## config.mk

```make
export PLATFORM = sky130hd
export DESIGN_NAME = div_ctrl
export DESIGN_NICKNAME = d
export VERILOG_FILES = /design/src/rtl/div_ctrl.sv
export SDC_FILE = /design/constraint.sdc
export NUM_CORES = 1
export LEC_CHECK = 0
export CAP_MARGIN = 20
export CORE_AREA = 2 2 39 41
export CTS_BUF_LIST = sky130_fd_sc_hd__clkbuf_4
export CTS_CLUSTER_DIAMETER = 150
export CTS_CLUSTER_SIZE = 24
export DETAILED_ROUTE_END_ITERATION = 8
export DIE_AREA = 0 0 41 43
export PLACE_DENSITY = 0.67
export SLEW_MARGIN = 0
export SYNTH_ARGS = -nofsm -noshare
export SYNTH_HDL_FRONTEND = slang
export SYNTH_SLANG_ARGS = --single-unit
```

## constraint.sdc

```tcl
create_clock -name clk -period 4.43 [get_ports clk]
set_clock_uncertainty 0.2 [all_clocks]
set_input_delay 1.1075 -clock clk [delete_from_list [all_inputs] [get_ports clk]]
set_output_delay 1.1075 -clock clk [all_outputs]
set_load 0.01 [all_outputs]
```

## src/rtl/div_ctrl.sv

```systemverilog
// div_ctrl: sequencing FSM for the 8-bit by 7-bit shift/subtract divider datapath.
// Build option DIV_CTRL_RESTORING_EN selects the restoring variant (adds a RESTORE state).
module div_ctrl #(
  parameter int NBITS = 8
) (
  input  logic       clk,
  input  logic       reset,
  input  logic       start,
  input  logic [6:0] divisorin,
  input  logic       sign,
  output logic       busy,
  output logic       done,
  output logic       dbz,
  output logic       load,
  output logic       add,
  output logic       shift,
  output logic       inbit,
  output logic [1:0] sel
);

  localparam int CW = (NBITS > 1) ? $clog2(NBITS) : 1;
  localparam logic [CW-1:0] CNT_LAST = CW'(NBITS - 1);

  localparam logic [1:0] SEL_ADDSUB = 2'b01;
  localparam logic [1:0] SEL_LOAD   = 2'b10;
  localparam logic [1:0] SEL_HOLD   = 2'b11;

`ifdef DIV_CTRL_RESTORING_EN
  typedef enum logic [2:0] {IDLE, LOAD, SHIFT, TRIAL, RESTORE, DONE} state_t;
`else
  typedef enum logic [2:0] {IDLE, LOAD, SHIFT, TRIAL, DONE} state_t;
`endif

  state_t        state;
  state_t        state_nxt;
  logic [CW-1:0] cnt;
  logic          cnt_last;
  logic          accept;

  assign accept   = (state == IDLE) && start;
  assign cnt_last = (cnt == CNT_LAST);

  always_ff @(posedge clk or negedge reset) begin
    if (!reset) state <= IDLE;
    else        state <= state_nxt;
  end

  // Counter folds back to zero after the last trial so it never exceeds NBITS-1.
  always_ff @(posedge clk or negedge reset) begin
    if (!reset) begin
      cnt <= '0;
      dbz <= 1'b0;
    end else if (accept) begin
      cnt <= '0;
      dbz <= (divisorin == 7'd0);
    end else if (state == TRIAL) begin
      cnt <= cnt_last ? '0 : cnt + 1'b1;
    end
  end

`ifdef DIV_CTRL_RESTORING_EN
  logic neg_q;

  always_ff @(posedge clk or negedge reset) begin
    if (!reset)                neg_q <= 1'b0;
    else if (state == TRIAL)   neg_q <= sign;
    else if (state == RESTORE) neg_q <= 1'b0;
  end
`endif

  always_comb begin
    state_nxt = state;
    case (state)
      IDLE:  if (start) state_nxt = LOAD;
      LOAD:  state_nxt = dbz ? DONE : SHIFT;
      SHIFT: state_nxt = TRIAL;
`ifdef DIV_CTRL_RESTORING_EN
      TRIAL: begin
        if (sign)          state_nxt = RESTORE;
        else if (cnt_last) state_nxt = DONE;
        else               state_nxt = SHIFT;
      end
      // The counter has already advanced in TRIAL; zero means the last bit was done.
      RESTORE: state_nxt = (cnt == '0) ? DONE : SHIFT;
`else
      TRIAL: state_nxt = cnt_last ? DONE : SHIFT;
`endif
      DONE:    state_nxt = IDLE;
      default: state_nxt = IDLE;
    endcase
  end

  always_comb begin
    busy  = (state != IDLE);
    done  = (state == DONE);
    load  = 1'b0;
    add   = 1'b0;
    shift = 1'b0;
    inbit = 1'b0;
    sel   = SEL_HOLD;
    case (state)
      LOAD: begin
        load = 1'b1;
        sel  = SEL_LOAD;
      end
      SHIFT: shift = 1'b1;
`ifdef DIV_CTRL_RESTORING_EN
      TRIAL: begin
        sel   = SEL_ADDSUB;
        inbit = 1'b1;
      end
      RESTORE: begin
        add = neg_q;
        sel = neg_q ? SEL_ADDSUB : SEL_HOLD;
      end
`else
      // Non-performing trial: a negative difference is simply not written back.
      TRIAL: begin
        sel   = sign ? SEL_HOLD : SEL_ADDSUB;
        inbit = ~sign;
      end
`endif
      default: ;
    endcase
  end

endmodule

```

# Word-level counts from Yosys, hierarchy flattened
# Cells that the tools add are included.
[word_totals]
reg_bits = 7
wordCells = 28
input_bits = 11
[op_classes]
eq_ne = 6
mux = 12
bitwise_logic = 1
addsub = 1
n_reduce_logical = 5
[op_table]
columns = ["op", "n"]
rows = [
  ["two-way mux 3 bit", 6],
  ["one-hot mux 3 bit (4 select lines)", 1],
  ["zero test 7 bit", 1],
  ["equality test 3 x 2 -> 1 bit, second input constant", 2],
  ["equality test 3 bit, second input constant", 2],
  ["one-hot mux 2 bit (2 select lines)", 1],
  ["adder 3 x 1 -> 3 bit, second input constant", 1],
  ["equality test 3 x 1 -> 1 bit, second input constant", 1],
  ["zero test 3 bit", 1],
  ["two-way mux 1 bit", 3],
  ["nonzero test 3 bit", 1],
  ["two-way mux 2 bit", 1],
  ["inequality test 2 bit, second input constant", 1],
  ["nonzero test 2 bit", 1],
  ["logical AND 1 bit", 1],
  ["inverter 1 bit", 1],
]

# Longest topological paths before layout
# Gate-level depths: netlist of the first run.
[depth]
ltp_word = 4
depth_mapped = 4
mapped_depth_nobuf = 4

# Worst setup path before layout of the first run
# No wires, ideal clock.
[synth_timing]
kind = "input -> output"
startpoint = "input port sign"
endpoint = "output port sel[1]"
path_slack_ps = 1709
stages = 1
required_time_ps = 3123
n_path_buf = 0
arrival_time_ps = 1413
cell_sequence = "or2_2"
[synth_between]
elab_chain_cells = 2
[synth_rtl]
columns = ["item", "line_no", "text"]
rows = [
  ["start: declaration", "10", "input logic sign,"],
  ["two-way mux 2 bit", "119", "sel = sign ? SEL_HOLD : SEL_ADDSUB;"],
  ["one-hot mux 2 bit (2 select lines)", "101", "case (state)"],
  ["end: declaration", "18", "output logic [1:0] sel"],
]
# Every way passes these cells.

# Worst setup path in the final report of the first run
# Ends and elaborated chain as after synthesis.

==> metrics, run 1 <==
DR iter-0 viols 5; CTS Root Cell clkbuf_4; Critical Path Start Type input pin; run status finished, final reports clean; grt ovf 0; hold_buf cts 0; Fin. Hold Viols 0; mapped cell area 452 um^2; clk buf depth 2; EDFF count, synth 0; core area 1380 um^2; fraction of layout cells with a size suffix above 1 12.1%; row cnt 14; Pre-Repair DR Iteration Count 4; Max Slew Vio Count 0; Total Wirelength 889 um; Syn Inst Count 48; CTS tree yes; ys flop type dfrtp_1; max cap viols 0; routability congestion estimate 0.667; drt via density 5.02; Port Buffers 18; Req. time, crit path 3120 ps; Post-CTS Setup Bufs 0; clk slew on worst S/H paths 50 ps; number of library cell types mapped by synthesis 29; async set or reset register ratio after synthesis 100%; largest net degree at the start of global routing 16; Setup crit end kind primary output; Synth top area share 38.8%; Net Count, Synth 61; min-delay worst type register to register; Initial Util 32.6%; cell taking the most area after synthesis dfrtp_1; final setup vio count 0; final net count 80; critical path type input pin to primary output; leakage 0.273 nW; die area 1760 um^2; RSZ-0062 raised after global routing false; H-tree levels 1; final setup TNS 0 ps; Worst-Skew Late Latency 250 ps; die extent in y 43 um; PwrDens 586 nW/um^2; WHS 369 ps; CTS resizes 0; die width 41 um; drc violations 0; most common cell after layout, fill and taps aside clkdlybuf4s50_1; Max VDD drop 304 uV; post-DP HPWL 669 um; via count 412; average size of a mapped cell 9.41 um^2; FF+latch count, synth 7; most frequent cells in the layout 18 x clkdlybuf4s50_1, 7 x dfrtp_1, 4 x nor2_1, 4 x clkbuf_4; most area-consuming cells after synthesis dfrtp_1 39%, ha_1 5.5%, nor3b_1 5.0%; CTS Buf Count 3; gr usage total 12.1%; arrival time worst endpoint 2280 ps; # diodes 0; global-route wire length before repair 1.37 mm; Max Clock Freq 279 MHz; DRT antenna net count 0; I/O pin cnt 20; number of global-route vias before repair 320; period utilisation layout 81.0%; Ys Warns 0; Max FO, Critical Path 2; post-route minimum period 3590 ps; initial antenna violation count 0; post-synthesis sequential area ratio 38.8%; clock sink count 7; Synth-to-Final Area Change 44.0%; post-DR wirelength/cell 10.8 um
## flip-flops by register name, summed over array words and instances (netlist names)
name / flops
dbz: 1
cnt: 3
state: 3
## power breakdown
part / switching, W / internal, W / total [W] / leakage, nW
registers: 0.0000445 / 0.0000914 / 0.000136 / 0.0843
clock network: 0.0000220 / 0.0000404 / 0.0000624 / 0.0184
logic: 0.0000723 / 0.000111 / 0.000183 / 0.170
total: 0.000139 / 0.000242 / 0.000381 / 0.273
## area by class of cell
type                    instances  area (um^2)
clock buffers                   4         30.0
repair buffers                 18          180
multi-input cells              35          238
fillers                       137          733
inverters                       2         7.51
flip-flops and latches          7          175
well taps                      16         20.0
## metal layers
layer | part of all wire, % | global-route usage (%) | vias up | wire [um]
li1 | - | - | 205 | -
met1 | 42 | 14.5 | 188 | 372
met2 | 49 | 17.2 | 19 | 435
met3 | 9.1 | 9.42 | 0 | 81
met4 | 0 | 2.00 | 0 | 0
met5 | 0 | 0 | - | 0
## Yosys cell counts, drive strengths merged (2+ instances only)
cell    instances
nor3b           3
nor2            4
nand2b          3
buf             4
inv             2
ha              2
a21oi           2
dfrtp           7
nor3            3
## worst max-delay path, cell delays in order
cell	delay, ps
clkdlybuf4s50_1	410
or2_2	290
clkdlybuf4s50_1	470
## cells by family (layout without fill, tap and decap cells)
logic type      after synthesis  count (layout)  synth area share (%)
other cells                   1               1                 0.830
mux                           1               1                  2.22
buf+inv                       6              24                  8.59
simple gates                 22              22                  29.4
fa+ha+maj                     2               2                  5.54
flops                         7               7                  38.8
compound gates                9               9                  14.7
## worst paths after layout
kind | from | to | slack, ps | cells after the start
worst max-delay path | sign | sel[1] | 840 | 3
worst min-delay path | dbz$_DFFE_PN0P_ | state[2]$_DFFE_PN0P_ | 370 | 2
worst max register to register | state[0]$_DFFE_PN0P_ | cnt[2]$_DFFE_PN0P_ | 2900 | 3
worst min register to register | dbz$_DFFE_PN0P_ | state[2]$_DFFE_PN0P_ | 370 | 2
max in group asynchronous | reset | state[2]$_DFFE_PN0P_ | 2870 | 1
min in group asynchronous | reset | cnt[1]$_DFFE_PN0P_ | 920 | 1
## through the flow
stage / power [W] / setup slack (ps) / cell area [um^2] / util, % / cells
2_1_floorplan: 0.000256 / 1710 / 452 / - / 48
3_3_place_gp: 0.000318 / 843 / 621 / 44.8 / 78
3_5_place_dp: 0.000322 / 840 / 621 / 44.8 / 78
4_1_cts: 0.000387 / 835 / 651 / 47.0 / 82
5_1_grt: 0.000418 / 801 / 651 / 47.0 / 82
6_report: 0.000381 / 842 / 651 / 47.0 / 82
No activity file was read; power rests on OpenSTA's default activity.
==> run 2: changes to the inputs <==
--- a/config.mk
+++ b/config.mk
@@ -12,7 +12,7 @@
 export CTS_CLUSTER_SIZE = 24
 export DETAILED_ROUTE_END_ITERATION = 8
 export DIE_AREA = 0 0 41 43
-export PLACE_DENSITY = 0.67
+export PLACE_DENSITY = 0.7
 export SLEW_MARGIN = 0
 export SYNTH_ARGS = -nofsm -noshare
 export SYNTH_HDL_FRONTEND = slang
==> constraint.sdc (replaced) <==
create_clock -name clk -period 3 [get_ports clk]
set_clock_uncertainty 0.2 [all_clocks]
set_input_delay 0.75 -clock clk [delete_from_list [all_inputs] [get_ports clk]]
set_output_delay 0.75 -clock clk [all_outputs]
set_load 0.01 [all_outputs]
==> run 2 against run 1 <==
Effect of this change:
- setup slack got worse by 720 ps
- largest power group unchanged
- power up 52%
- utilization is 1.1 points higher
- clock power increased by 49%
- cell count is 2.4% higher
- critical path type unchanged
- via count shrank 1.5%
- sequential cell count did not move
- critical path depth unchanged
- worst hold slack got worse by 7.9 ps
- non-clock buffer count rose by 2
==> metrics, run 2 (synthesized netlist as in run 1, its figures left out) <==
drt via density 4.83; grt ovf 0; leakage 0.282 nW; fraction of layout cells with a size suffix above 1 14.7%; die area 1760 um^2; CTS Root Cell clkbuf_4; CTS tree yes; Synth-to-Final Area Change 47.4%; gr usage total 12.2%; row cnt 14; critical path type input pin to primary output; Worst-Skew Late Latency 250 ps; DR iter-0 viols 3; final cell count without fillers 84; Post-Place Worst Slack 126 ps; run status finished, final reports clean; via count 406; initial antenna violation count 0; CTS resizes 0; Max Clock Freq 348 MHz; post-DP HPWL 682 um; Placed Instance Area 636 um^2; Fin. Hold Viols 0; Max FO, Critical Path 2; Req. time, crit path 2050 ps; H-tree levels 1; Critical Path Start Type input pin; number of global-route vias before repair 353; # fillers 131; worst setup margin 127 ps; Total Wirelength 864 um; period utilisation layout 95.8%; core area 1380 um^2; Placed Instances 80; die extent in y 43 um; I/O pin cnt 20; Setup crit end kind primary output; post-DR wirelength/cell 10.3 um; flop2flop setup slack 1460 ps; hold_sp dbz$_DFFE_PN0P_; max cap viols 0; biggest registers after layout cnt: 3 flops, state: 3 flops, dbz: 1 flops; # diodes 0; reg2reg start state[0]$_DFFE_PN0P_; arrival time worst endpoint 1920 ps; DRT antenna net count 0; Post-CTS Setup Bufs 0; Initial Util 32.6%; origin of the worst setup path sign; post-route minimum period 2870 ps; final setup TNS 0 ps; most frequent cells in the layout 18 x clkdlybuf4s50_1, 7 x dfrtp_1, 4 x nor2_1, 4 x clkbuf_4; Finished Cell Area 666 um^2; PwrDens 873 nW/um^2; routability congestion estimate 0.771; Max VDD drop 243 uV; RSZ-0062 raised after global routing false; Port Buffers 18; Max Slew Vio Count 0; final net count 82; drc violations 0; multi-input logic area 238 um^2; largest net degree at the start of global routing 12; clk slew on worst S/H paths 50 ps; die width 41 um; Pre-Repair DR Iteration Count 4; clk buf depth 2; final setup vio count 0; hold_buf cts 0; min-delay worst type register to register; CTS Buf Count 3; FF+latch area 175 um^2; global-route wire length before repair 1.48 mm; most common cell after layout, fill and taps aside clkdlybuf4s50_1; clock sink count 7
run 2: changes by cell type in the layout (fill, tap and decap cells not counted), sizes merged:
| cell | previous run | this run |
|---|---|---|
| buf | 0 | 2 |
run 2: layer usage:
metal  global-route usage (%)  wire length, um
met5                        0                0
met2                     16.3              398
met1                     17.6              413
met3                     3.14               52
met4                     6.00                0
run 2: cell type report:
| type | count | share of cell area, % |
|---|---|---|
| flip-flops and latches | 7 | 26.3 |
| multi-input cells | 35 | 35.7 |
| well taps | 16 | 3.01 |
| clock buffers | 4 | 4.51 |
| inverters | 2 | 1.13 |
| repair buffers | 20 | 29.3 |
run 2: worst paths after layout:
check                                            end  depth (start not counted)
worst min register to register  state[2]$_DFFE_PN0P_                          2
worst min-delay path            state[2]$_DFFE_PN0P_                          2
worst max register to register    cnt[2]$_DFFE_PN0P_                          4
min in group asynchronous         cnt[2]$_DFFE_PN0P_                          1
worst max-delay path                          sel[1]                          3
max in group asynchronous            dbz$_DFFE_PN0P_                          1
run 2: worst max-delay path: stages:
cell and delay (ps):
clkdlybuf4s50_1 410, or2_2 290, clkdlybuf4s50_1 470
run 2: through the flow:
step                      util [%]  total power (W)  hold slack [ps]
after global placement        45.9         0.000482              346
after CTS                     48.1         0.000586              373
after floorplan                  -         0.000378              254
after detailed placement      45.9         0.000490              362
final                         48.1         0.000581              361
after global routing          48.1         0.000638              401
run 2: power by group:
| part | switching (W) | internal [W] |
|---|---|---|
| sequential | 0.0000416 | 0.000135 |
| clock | 0.0000335 | 0.0000597 |
| combinational | 0.000133 | 0.000178 |
| total | 0.000208 | 0.000372 |
==> run 3: changes to the inputs <==
--- a/config.mk
+++ b/config.mk
@@ -12,7 +12,8 @@
 export CTS_CLUSTER_SIZE = 24
 export DETAILED_ROUTE_END_ITERATION = 8
 export DIE_AREA = 0 0 41 43
-export PLACE_DENSITY = 0.7
+export MAX_ROUTING_LAYER = met4
+export PLACE_DENSITY = 0.78
 export SLEW_MARGIN = 0
 export SYNTH_ARGS = -nofsm -noshare
 export SYNTH_HDL_FRONTEND = slang
==> run 3 against run 2 <==
Effect of this change:
- global-route usage rose by 1.9 points
- cell count fell by 2.4%
- power decreased by 2.9%
- sequential power increased by 12%
- critical endpoint unchanged
==> metrics, run 3 (synthesized netlist as in run 1, its figures left out) <==
drc violations 0; reg2reg start cnt[0]$_DFFE_PN0P_; delay-heaviest family, CP buffers and inverters; CTS Buf Count 3; core area 1380 um^2; FF+latch area 175 um^2; H-tree levels 1; Pre-Repair DR Iteration Count 4; Worst path max stage delay 480 ps; Setup crit end kind primary output; number of global-route vias before repair 393; grt ovf 0; post-route minimum period 2880 ps; global-route wire length before repair 1.60 mm; hold_buf cts 0; hold_sp cnt[0]$_DFFE_PN0P_; final net count 80; Post-CTS Setup Bufs 0; min-delay worst type register to register; leakage 0.273 nW; Worst Hold Path Cells 1; period utilisation layout 96.0%; die area 1760 um^2; row cnt 14; Port Buffers 18; Synth-to-Final Area Change 44.0%; Worst-Skew Late Latency 250 ps; biggest registers after layout cnt: 3 flops, state: 3 flops, dbz: 1 flops; multi-input logic area 238 um^2; reg2reg end cnt[0]$_DFFE_PN0P_; CTS Root Cell clkbuf_4; Max Slew Vio Count 0; die width 41 um; DRT antenna net count 0; post-DP HPWL 742 um; max cap viols 0; # fillers 133; Worst Hold Path EP cnt[0]$_DFFE_PN0P_; DR iter-0 viols 6; clk buf depth 2; post-DR wirelength/cell 11.1 um; final setup vio count 0; arrival time worst endpoint 1930 ps; critical path type input pin to primary output; CTS resizes 0; clock sink count 7; clk slew on worst S/H paths 50 ps; Max Clock Freq 347 MHz; fraction of layout cells with a size suffix above 1 12.1%; die extent in y 43 um; I/O pin cnt 20; Initial Util 32.6%; most frequent cells in the layout 18 x clkdlybuf4s50_1, 7 x dfrtp_1, 4 x nor2_1, 4 x clkbuf_4; PwrDens 866 nW/um^2; crit path cell chain clkdlybuf4s50_1 > or2_2 > clkdlybuf4s50_1; gr usage total 14.1%; Total Wirelength 910 um; Placed Instances 78; routability congestion estimate 0.716; final cell count without fillers 82; drt via density 5.12; R2R cell count 4; run status finished, final reports clean; # diodes 0; initial antenna violation count 0; Critical Path Start Type input pin; via count 420; Max VDD drop 498 uV; RSZ-0062 raised after global routing false; CTS tree yes; flop2flop setup slack 1460 ps; most common cell after layout, fill and taps aside clkdlybuf4s50_1; final setup TNS 0 ps; Max FO, Critical Path 2; CP Buf/Inv Count 2; Fin. Hold Viols 0; Req. time, crit path 2050 ps; largest net degree at the start of global routing 16; fin util 47.0%; Slowest-stage cell, CP clkdlybuf4s50_1; Crit path top cell by count clkdlybuf4s50_1
[run 3: changes by cell type in the layout (fill, tap and decap cells not counted)]
cell | previous run | this run
buf_4 | 2 | 0
[run 3: layer usage]
| layer | track usage (%) | vias to the layer above | share of wire (%) |
|---|---|---|---|
| li1 | - | 209 | - |
| met1 | 16.2 | 192 | 41 |
| met2 | 21.6 | 19 | 52 |
| met3 | 7.85 | 0 | 6.6 |
| met4 | 2.00 | 0 | 0 |
| met5 | - | - | 0 |
[run 3: cell type report]
type                            instances  share of cell area [%]
Multi-Input combinational cell         35                    36.5
Clock buffer                            4                    4.62
Timing Repair Buffer                   18                    27.7
Inverter                                2                    1.15
Tap cell                               16                    3.08
Sequential cell                         7                    26.9
[run 3: power by group]
group          leakage (nW)  switching, W  internal [W]
combinational         0.170      0.000108      0.000163
sequential           0.0843     0.0000633      0.000135
clock                0.0184     0.0000344     0.0000598
total                 0.273      0.000206      0.000358
[run 3: worst register-to-register path, stage by stage, from the launching register on]
cell and delay, ps:
dfrtp_1 410, ha_1 210, ha_1 230, o31ai_1 270, a22o_1 150
[run 3: how the worst max path moves through the flow]
stage	to	start	slack, ps	depth (start not counted)
2_1_floorplan	sel[1]	state[2]$_DFFE_PN0P_	980	4
3_3_place_gp	sel[1]	sign	130	3
3_5_place_dp	sel[1]	sign	120	3
4_1_cts	sel[1]	sign	120	3
5_1_grt	sel[1]	sign	90	3
6_report	sel[1]	sign	120	3
[run 3: metrics by stage]
stage | hold slack [ps] | area, um^2 | total power [W] | setup slack (ps)
after floorplan | 254 | 452 | 0.000378 | 979
after global placement | 342 | 621 | 0.000465 | 128
after detailed placement | 368 | 621 | 0.000474 | 119
after CTS | 378 | 651 | 0.000572 | 116
after global routing | 414 | 651 | 0.000615 | 86.8
final | 378 | 651 | 0.000564 | 120
